$ cat config.mk
export PLATFORM = sky130hd
export DESIGN_NAME = instr_fetch_unit
export DESIGN_NICKNAME = d
export VERILOG_FILES = /design/src/rtl/instr_fetch_unit_pkg.sv /design/src/rtl/instr_fetch_unit_fetch_fifo.sv /design/src/rtl/instr_fetch_unit.sv
export SDC_FILE = /design/constraint.sdc
export NUM_CORES = 1
export LEC_CHECK = 0
export ABC_CLOCK_PERIOD_IN_PS = 6000
export BUFFER_PORTS_ARGS = -buffer_cell sky130_fd_sc_hd__buf_2
export CORE_MARGIN = 4
export CORE_UTILIZATION = 59
export CTS_BUF_LIST = sky130_fd_sc_hd__clkbuf_2 sky130_fd_sc_hd__clkbuf_4 sky130_fd_sc_hd__clkbuf_8
export DETAILED_ROUTE_END_ITERATION = 8
export GPL_TIMING_DRIVEN = 1
export PLACE_DENSITY = 0.82
export SYNTH_ARGS = -nofsm -noshare
export SYNTH_HDL_FRONTEND = slang
export SYNTH_SLANG_ARGS = --single-unit
$ cat constraint.sdc
create_clock -name clk -period 6 [get_ports clk]
set_clock_uncertainty 0.15 [all_clocks]
set_input_delay 0.6 -clock clk [delete_from_list [all_inputs] [get_ports clk]]
set_output_delay 0.6 -clock clk [all_outputs]
set_load 0.005 [all_outputs]
$ cat src/rtl/instr_fetch_unit_pkg.sv
// Shared types and constants for the instruction fetch unit.
package instr_fetch_unit_pkg;

    localparam int          INSTR_W      = 32;
    localparam int          PC_W         = 32;
    localparam logic [31:0] RESET_PC_DEF = 32'h0000_0000;

    // One fetched word tagged with the byte PC it was read from
    typedef struct packed {
        logic [INSTR_W-1:0] instr;
        logic [PC_W-1:0]    pc;
    } fetch_entry_t;

    // Redirect targets must be word aligned; low bits flag a bad target
    function automatic logic misaligned(input logic [PC_W-1:0] addr);
        return addr[1:0] != 2'b00;
    endfunction

endpackage

$ cat src/rtl/instr_fetch_unit_fetch_fifo.sv
// Small synchronous FIFO holding fetched {instr, pc} entries.
// Head is presented from registered storage; when empty the last
// presented head is held so outputs never go X.
module fetch_fifo
    import instr_fetch_unit_pkg::*;
#(
    parameter  int DEPTH = 2,
    localparam int AW    = $clog2(DEPTH),
    localparam int CW    = $clog2(DEPTH + 1)
) (
    input  logic         clk,
    input  logic         rst,
    input  logic         flush_i,
    input  logic         push_i,
    input  fetch_entry_t push_data_i,
    input  logic         pop_i,
    output fetch_entry_t head_o,
    output logic         valid_o,
    output logic [CW-1:0] count_o
);

    fetch_entry_t  mem_q [DEPTH];
    fetch_entry_t  hold_q;
    logic [AW-1:0] wr_ptr_q, rd_ptr_q;
    logic [CW-1:0] count_q;
    logic          do_push, do_pop;

    assign valid_o = (count_q != '0);
    assign count_o = count_q;
    assign do_push = push_i & ~flush_i;
    assign do_pop  = pop_i & valid_o;
    assign head_o  = valid_o ? mem_q[rd_ptr_q] : hold_q;

    // Pointer / occupancy bookkeeping; flush wins over push and pop
    always_ff @(posedge clk or posedge rst) begin
        if (rst) begin
            wr_ptr_q <= '0;
            rd_ptr_q <= '0;
            count_q  <= '0;
        end else if (flush_i) begin
            wr_ptr_q <= '0;
            rd_ptr_q <= '0;
            count_q  <= '0;
        end else begin
            if (do_push) wr_ptr_q <= wr_ptr_q + 1'b1;
            if (do_pop)  rd_ptr_q <= rd_ptr_q + 1'b1;
            count_q <= count_q + CW'(do_push) - CW'(do_pop);
        end
    end

    // Entry storage; only read while occupied, so no reset needed
    always_ff @(posedge clk) begin
        if (do_push) mem_q[wr_ptr_q] <= push_data_i;
    end

    // Track the currently shown head so an empty FIFO keeps showing it
    always_ff @(posedge clk or posedge rst) begin
        if (rst)          hold_q <= '0;
        else if (valid_o) hold_q <= mem_q[rd_ptr_q];
    end

endmodule

$ cat src/rtl/instr_fetch_unit.sv
// Fetch stage feeding the core: owns the PC, issues ROM reads, buffers
// returned words with their PC and hands them out via valid/ready.
// Redirects flush buffered and in-flight words and refetch from target.
module instr_fetch_unit
    import instr_fetch_unit_pkg::*;
#(
    parameter int          IMEM_AW    = 10,
    parameter logic [31:0] RESET_PC   = RESET_PC_DEF,
    parameter int          FIFO_DEPTH = 2
) (
    input  logic               clk,
    input  logic               rst,
    output logic               imem_en,
    output logic [IMEM_AW-1:0] imem_addr,
    input  logic [INSTR_W-1:0] imem_rdata,
    input  logic               redirect_valid,
    input  logic [PC_W-1:0]    redirect_pc,
    output logic [INSTR_W-1:0] instruction,
    output logic [PC_W-1:0]    instr_pc,
    output logic [PC_W-1:0]    pc_plus4,
    output logic               instr_valid,
    input  logic               instr_ready,
    output logic               misalign_err
);

    localparam int CW = $clog2(FIFO_DEPTH + 1);

    logic [PC_W-1:0] fetch_pc_q, fetch_pc_d;
    logic [PC_W-1:0] inflight_pc_q;
    logic            inflight_q;
    logic            misalign_q;
    logic [PC_W-1:0] pp4_hold_q;

    logic            pop, issue, push;
    logic [CW-1:0]   fifo_count;
    fetch_entry_t    push_entry, head;

    assign pop = instr_valid & instr_ready;

    // Issue only if the word can be guaranteed a slot when it returns
    always_comb begin
        issue = 1'b0;
        if (!rst && !redirect_valid &&
            (int'(fifo_count) + int'(inflight_q) < FIFO_DEPTH + int'(pop)))
            issue = 1'b1;
    end

    // Next fetch PC: redirect target (forced aligned), else advance on issue
    always_comb begin
        fetch_pc_d = fetch_pc_q;
        if (redirect_valid) fetch_pc_d = {redirect_pc[PC_W-1:2], 2'b00};
        else if (issue)     fetch_pc_d = fetch_pc_q + 32'd4;
    end

    assign imem_en   = issue;
    assign imem_addr = fetch_pc_q[IMEM_AW+1:2];

    // A returning word is dropped if a redirect lands on its return cycle
    assign push             = inflight_q & ~redirect_valid;
    assign push_entry.instr = imem_rdata;
    assign push_entry.pc    = inflight_pc_q;

    // PC and in-flight tracking for the 1-cycle ROM
    always_ff @(posedge clk or posedge rst) begin
        if (rst) begin
            fetch_pc_q    <= RESET_PC;
            inflight_q    <= 1'b0;
            inflight_pc_q <= '0;
        end else begin
            fetch_pc_q <= fetch_pc_d;
            inflight_q <= issue;
            if (issue) inflight_pc_q <= fetch_pc_q;
        end
    end

    // Sticky flag for any misaligned redirect target
    always_ff @(posedge clk or posedge rst) begin
        if (rst)                                          misalign_q <= 1'b0;
        else if (redirect_valid && misaligned(redirect_pc)) misalign_q <= 1'b1;
    end

    fetch_fifo #(.DEPTH(FIFO_DEPTH)) u_fifo (
        .clk         (clk),
        .rst         (rst),
        .flush_i     (redirect_valid),
        .push_i      (push),
        .push_data_i (push_entry),
        .pop_i       (pop),
        .head_o      (head),
        .valid_o     (instr_valid),
        .count_o     (fifo_count)
    );

    // Keep the link value of the last shown head while the FIFO is empty
    always_ff @(posedge clk or posedge rst) begin
        if (rst)              pp4_hold_q <= '0;
        else if (instr_valid) pp4_hold_q <= head.pc + 32'd4;
    end

    assign instruction  = head.instr;
    assign instr_pc     = head.pc;
    assign pc_plus4     = instr_valid ? head.pc + 32'd4 : pp4_hold_q;
    assign misalign_err = misalign_q;

endmodule

==> impl_metrics.py <==
metrics = {
    "sta": {
        "holdWs_ns": 0.08525,
        "setup_viol": 0,
        "fin_crit_sh": 0.8591,
        "tns_ns": 0,
        "min_period_ns": 5.154,
        "slew_headroom": 0.3060,
        "max_freq_mhz": 194.0,
        "setup_ws_ns": 0.8456,
        "worstMarginPinSlew_ns": 1.041,
        "slew_viol_final": 0,
        "rsz0062_at_grt": "no",
        "final_hold_viol_count": 0,
    },
    "synth": {
        "synth_edf_count": 124,
        "async_flop_share": 0.5664,
        "synthCells": 993,
        "ys.flop_type": "dfrtp_1",
        "synth_area_leaders": "dfrtp_1 (34%), edfxtp_1 (31%), nand2_1 (6.0%), mux2i_1 (5.2%), o21ai_0 (2.9%)",
        "synthTopCellsByCount": "nand2_1 (188), dfrtp_1 (162), edfxtp_1 (124), o21ai_0 (68), mux2i_1 (61)",
        "syn_avg_cell_area_sq_um": 11.91,
        "yosysTopAreaCell": "dfrtp_1",
        "synth_top_area_frac": 0.3426,
        "yosys_warnings": 0,
        "ys_seq_elements": 286,
        "syn_nets": 1067,
        "netlist_area_sq_um": 11830,
        "synthDistinctLibCells": 54,
        "yosysMostFrequentCell": "nand2_1",
        "yosysSeqAreaShare": 0.6574,
    },
    "worst_hold_path": {
        "holdPathStages": 1,
        "min_to": "u_fifo.mem_q[1][48]",
        "min_from": "imem_rdata[16]",
        "hp-class": "in2reg",
    },
    "cells_and_area": {
        "finalNetCount": 1235,
        "diodes": 0,
        "fin_util": 0.7042,
        "nFillCells": 1368,
        "final_cells": 1462,
        "syn2layout_area_growth_pct": 16.60,
        "final_cell_area_sq_um": 13800,
        "drive_above_1_share": 0.2381,
    },
    "critical_path": {
        "crit_path_cell_trace": "nor2_4 > inv_2 > o21a_1 > ha_1 > inv_1 > a211oi_1 > and4_1 > nand2_1 > o31a_1 > o31ai_1 > buf_2",
        "rr_worst_depth": 10,
        "critical-path-top-delay-family": "compound AO/OA/AOI/OAI gates",
        "cp_num_buf_inv": 3,
        "reg2reg_to": "pp4_hold_q[18]",
        "worst_setup_path_end_kind": "output port",
        "cp-start-kind": "flop",
        "path_class": "reg2out",
        "worstPathMaxFanout": 56,
        "r2r_slack_ns": 2.06,
        "reg2reg_from": "u_fifo.count_o[1]",
        "worstPathArrival_ns": 4.40,
        "crit_cells": 11,
        "crit_slowest_cell": "dfrtp_1",
        "cpPeakStageDelay_ns": 0.88,
        "required_ns": 5.25,
    },
    "power_and_ir_drop": {
        "p_leak_nw": 5.717,
        "seq_power_share": 0.390,
        "powerDensity_nw_per_um2": 548.6,
        "p_int_mw": 4.685,
        "vdd.ir_drop.worst_v": 0.0003267,
        "switching_power_mw": 2.883,
        "p_comb_frac": 0.384,
        "clkPwrFrac": 0.226,
        "power.share.switching": 0.3810,
        "finalPower_mw": 7.568,
    },
    "route": {
        "viasPerCell": 5.775,
        "finalWirelength_um": 27170,
        "wl_per_cell_um": 18.58,
        "drtAntennaViolNets": 0,
        "dr.first_iter.drc_count": 718,
        "route.detailed.drc": 0,
        "num_vias": 8443,
        "firstDrtPassIters": 5,
    },
    "floorplanning": {
        "dieArea_sq_um": 22380,
        "ios": 177,
        "rows": 51,
        "die_y_um": 149.6,
        "start_util": 0.6039,
        "fp.dieW_um": 149.6,
        "coreArea_sq_um": 19590,
    },
    "clock_tree": {
        "cts_tree": "done",
        "clockRootBuffer": "clkbuf_8",
        "ctsHoldBuffers": 0,
        "numCtsBuffers": 46,
        "clk_pin_slew_ns": 0.06,
        "ctsResizeCount": 0,
        "cts_buffer_depth": 3,
        "cts_sinks": 286,
        "clock_latency_ns": 0.56,
        "post_cts_buffers": 0,
        "htreeDepth": 2,
    },
    "placed_design": {
        "dpl.cell_count": 1378,
        "finalWeightedCongestion": 0.9159,
        "dpl_worst_slack_ns": 1.505,
        "post_dp_cell_area_sq_um": 12830,
        "dp_hpwl_um": 17400,
        "port_buffers": 176,
    },
    "grt": {
        "antenna_found_initial": 0,
        "grt_overflow": 0,
        "grt_max_degree": 112,
        "first_global_vias": 8329,
        "grt_use_total": 0.2435,
        "grt_first_pass_wirelength_um": 43200,
    },
    "flow_run": {
        "drv_cap": 0,
    },
    "run_status": {
        "status": "finished, final reports clean",
    },
}
[how the worst max path moves through the flow]
stage                     end              start
2_1_floorplan  fetch_pc_q[10]                rst
3_3_place_gp     pc_plus4[18]  u_fifo.count_o[1]
3_5_place_dp     pc_plus4[18]  u_fifo.count_o[1]
4_1_cts          pc_plus4[18]  u_fifo.count_o[1]
5_1_grt          pc_plus4[18]  u_fifo.count_o[1]
6_report         pc_plus4[18]  u_fifo.count_o[1]
[routing by layer]
layer,track usage,up-vias,part of all wire
li1,-,3941,-
met1,0.3555,4065,0.43
met2,0.3706,384,0.47
met3,0.05330,53,0.082
met4,0.07826,0,0.023
met5,0,-,0
[kinds of logic after synthesis]
family / after synthesis / synth area share
AOI/OAI and AO/OA: 179 / 0.09539
DFF: 286 / 0.6574
muxes: 66 / 0.05658
adders and majority gates: 6 / 0.006345
and+or+nand+nor: 357 / 0.1401
buffers and inverters: 82 / 0.03162
xor gates and xnor gates: 17 / 0.01259
[cells in the final DEF, fill, tap and decap left out, drive strengths merged, types with 5 or more instances in the layout]
cell | Yosys | layout
clkinv | 0 | 6
o21a | 9 | 9
and4 | 7 | 7
nor4 | 15 | 15
dfrtp | 162 | 162
nand2 | 188 | 188
and2 | 10 | 10
and3 | 5 | 5
xnor2 | 14 | 14
buf | 30 | 187
inv | 15 | 17
a31oi | 5 | 5
nand2b | 5 | 5
nand3 | 24 | 24
nor2b | 5 | 5
o31ai | 8 | 8
a221o | 15 | 15
o21ai | 68 | 68
ha | 6 | 6
o22ai | 5 | 5
nand4 | 11 | 11
nor2 | 29 | 29
o311ai | 7 | 7
edfxtp | 124 | 124
nor3 | 44 | 44
clkbuf | 37 | 75
mux2i | 62 | 62
a21oi | 46 | 46
[state kept, by name (all words and copies together), names as in the netlist]
signal	count
u_fifo.mem_q	124
u_fifo.hold_q	64
pp4_hold_q	32
fetch_pc_q	30
inflight_pc_q	30
u_fifo.count_o	2
inflight_q	1
misalign_err	1
u_fifo.rd_ptr_q	1
u_fifo.wr_ptr_q	1
[power groups by stage]
stage	Combinational, mW	Sequential (mW)	Clock (mW)
6_report	2.90	2.95	1.71
5_1_grt	3.20	3.01	1.84
4_1_cts	2.90	2.95	1.74
3_5_place_dp	2.87	2.97	0
3_3_place_gp	2.79	2.95	0
2_1_floorplan	1.86	2.81	0
[layout make-up]
cell class              instances  area, sq um  share of cell area
repair buffers                187        963.4             0.06984
flip-flops and latches        286         7781              0.5640
well taps                     265        331.6             0.02403
clock inverters                 9        73.82            0.005351
inverters                      15        61.31            0.004444
clock buffers                  75        888.4             0.06439
multi-input cells             625         3696              0.2679
No activity file was read; power rests on OpenSTA's default activity.
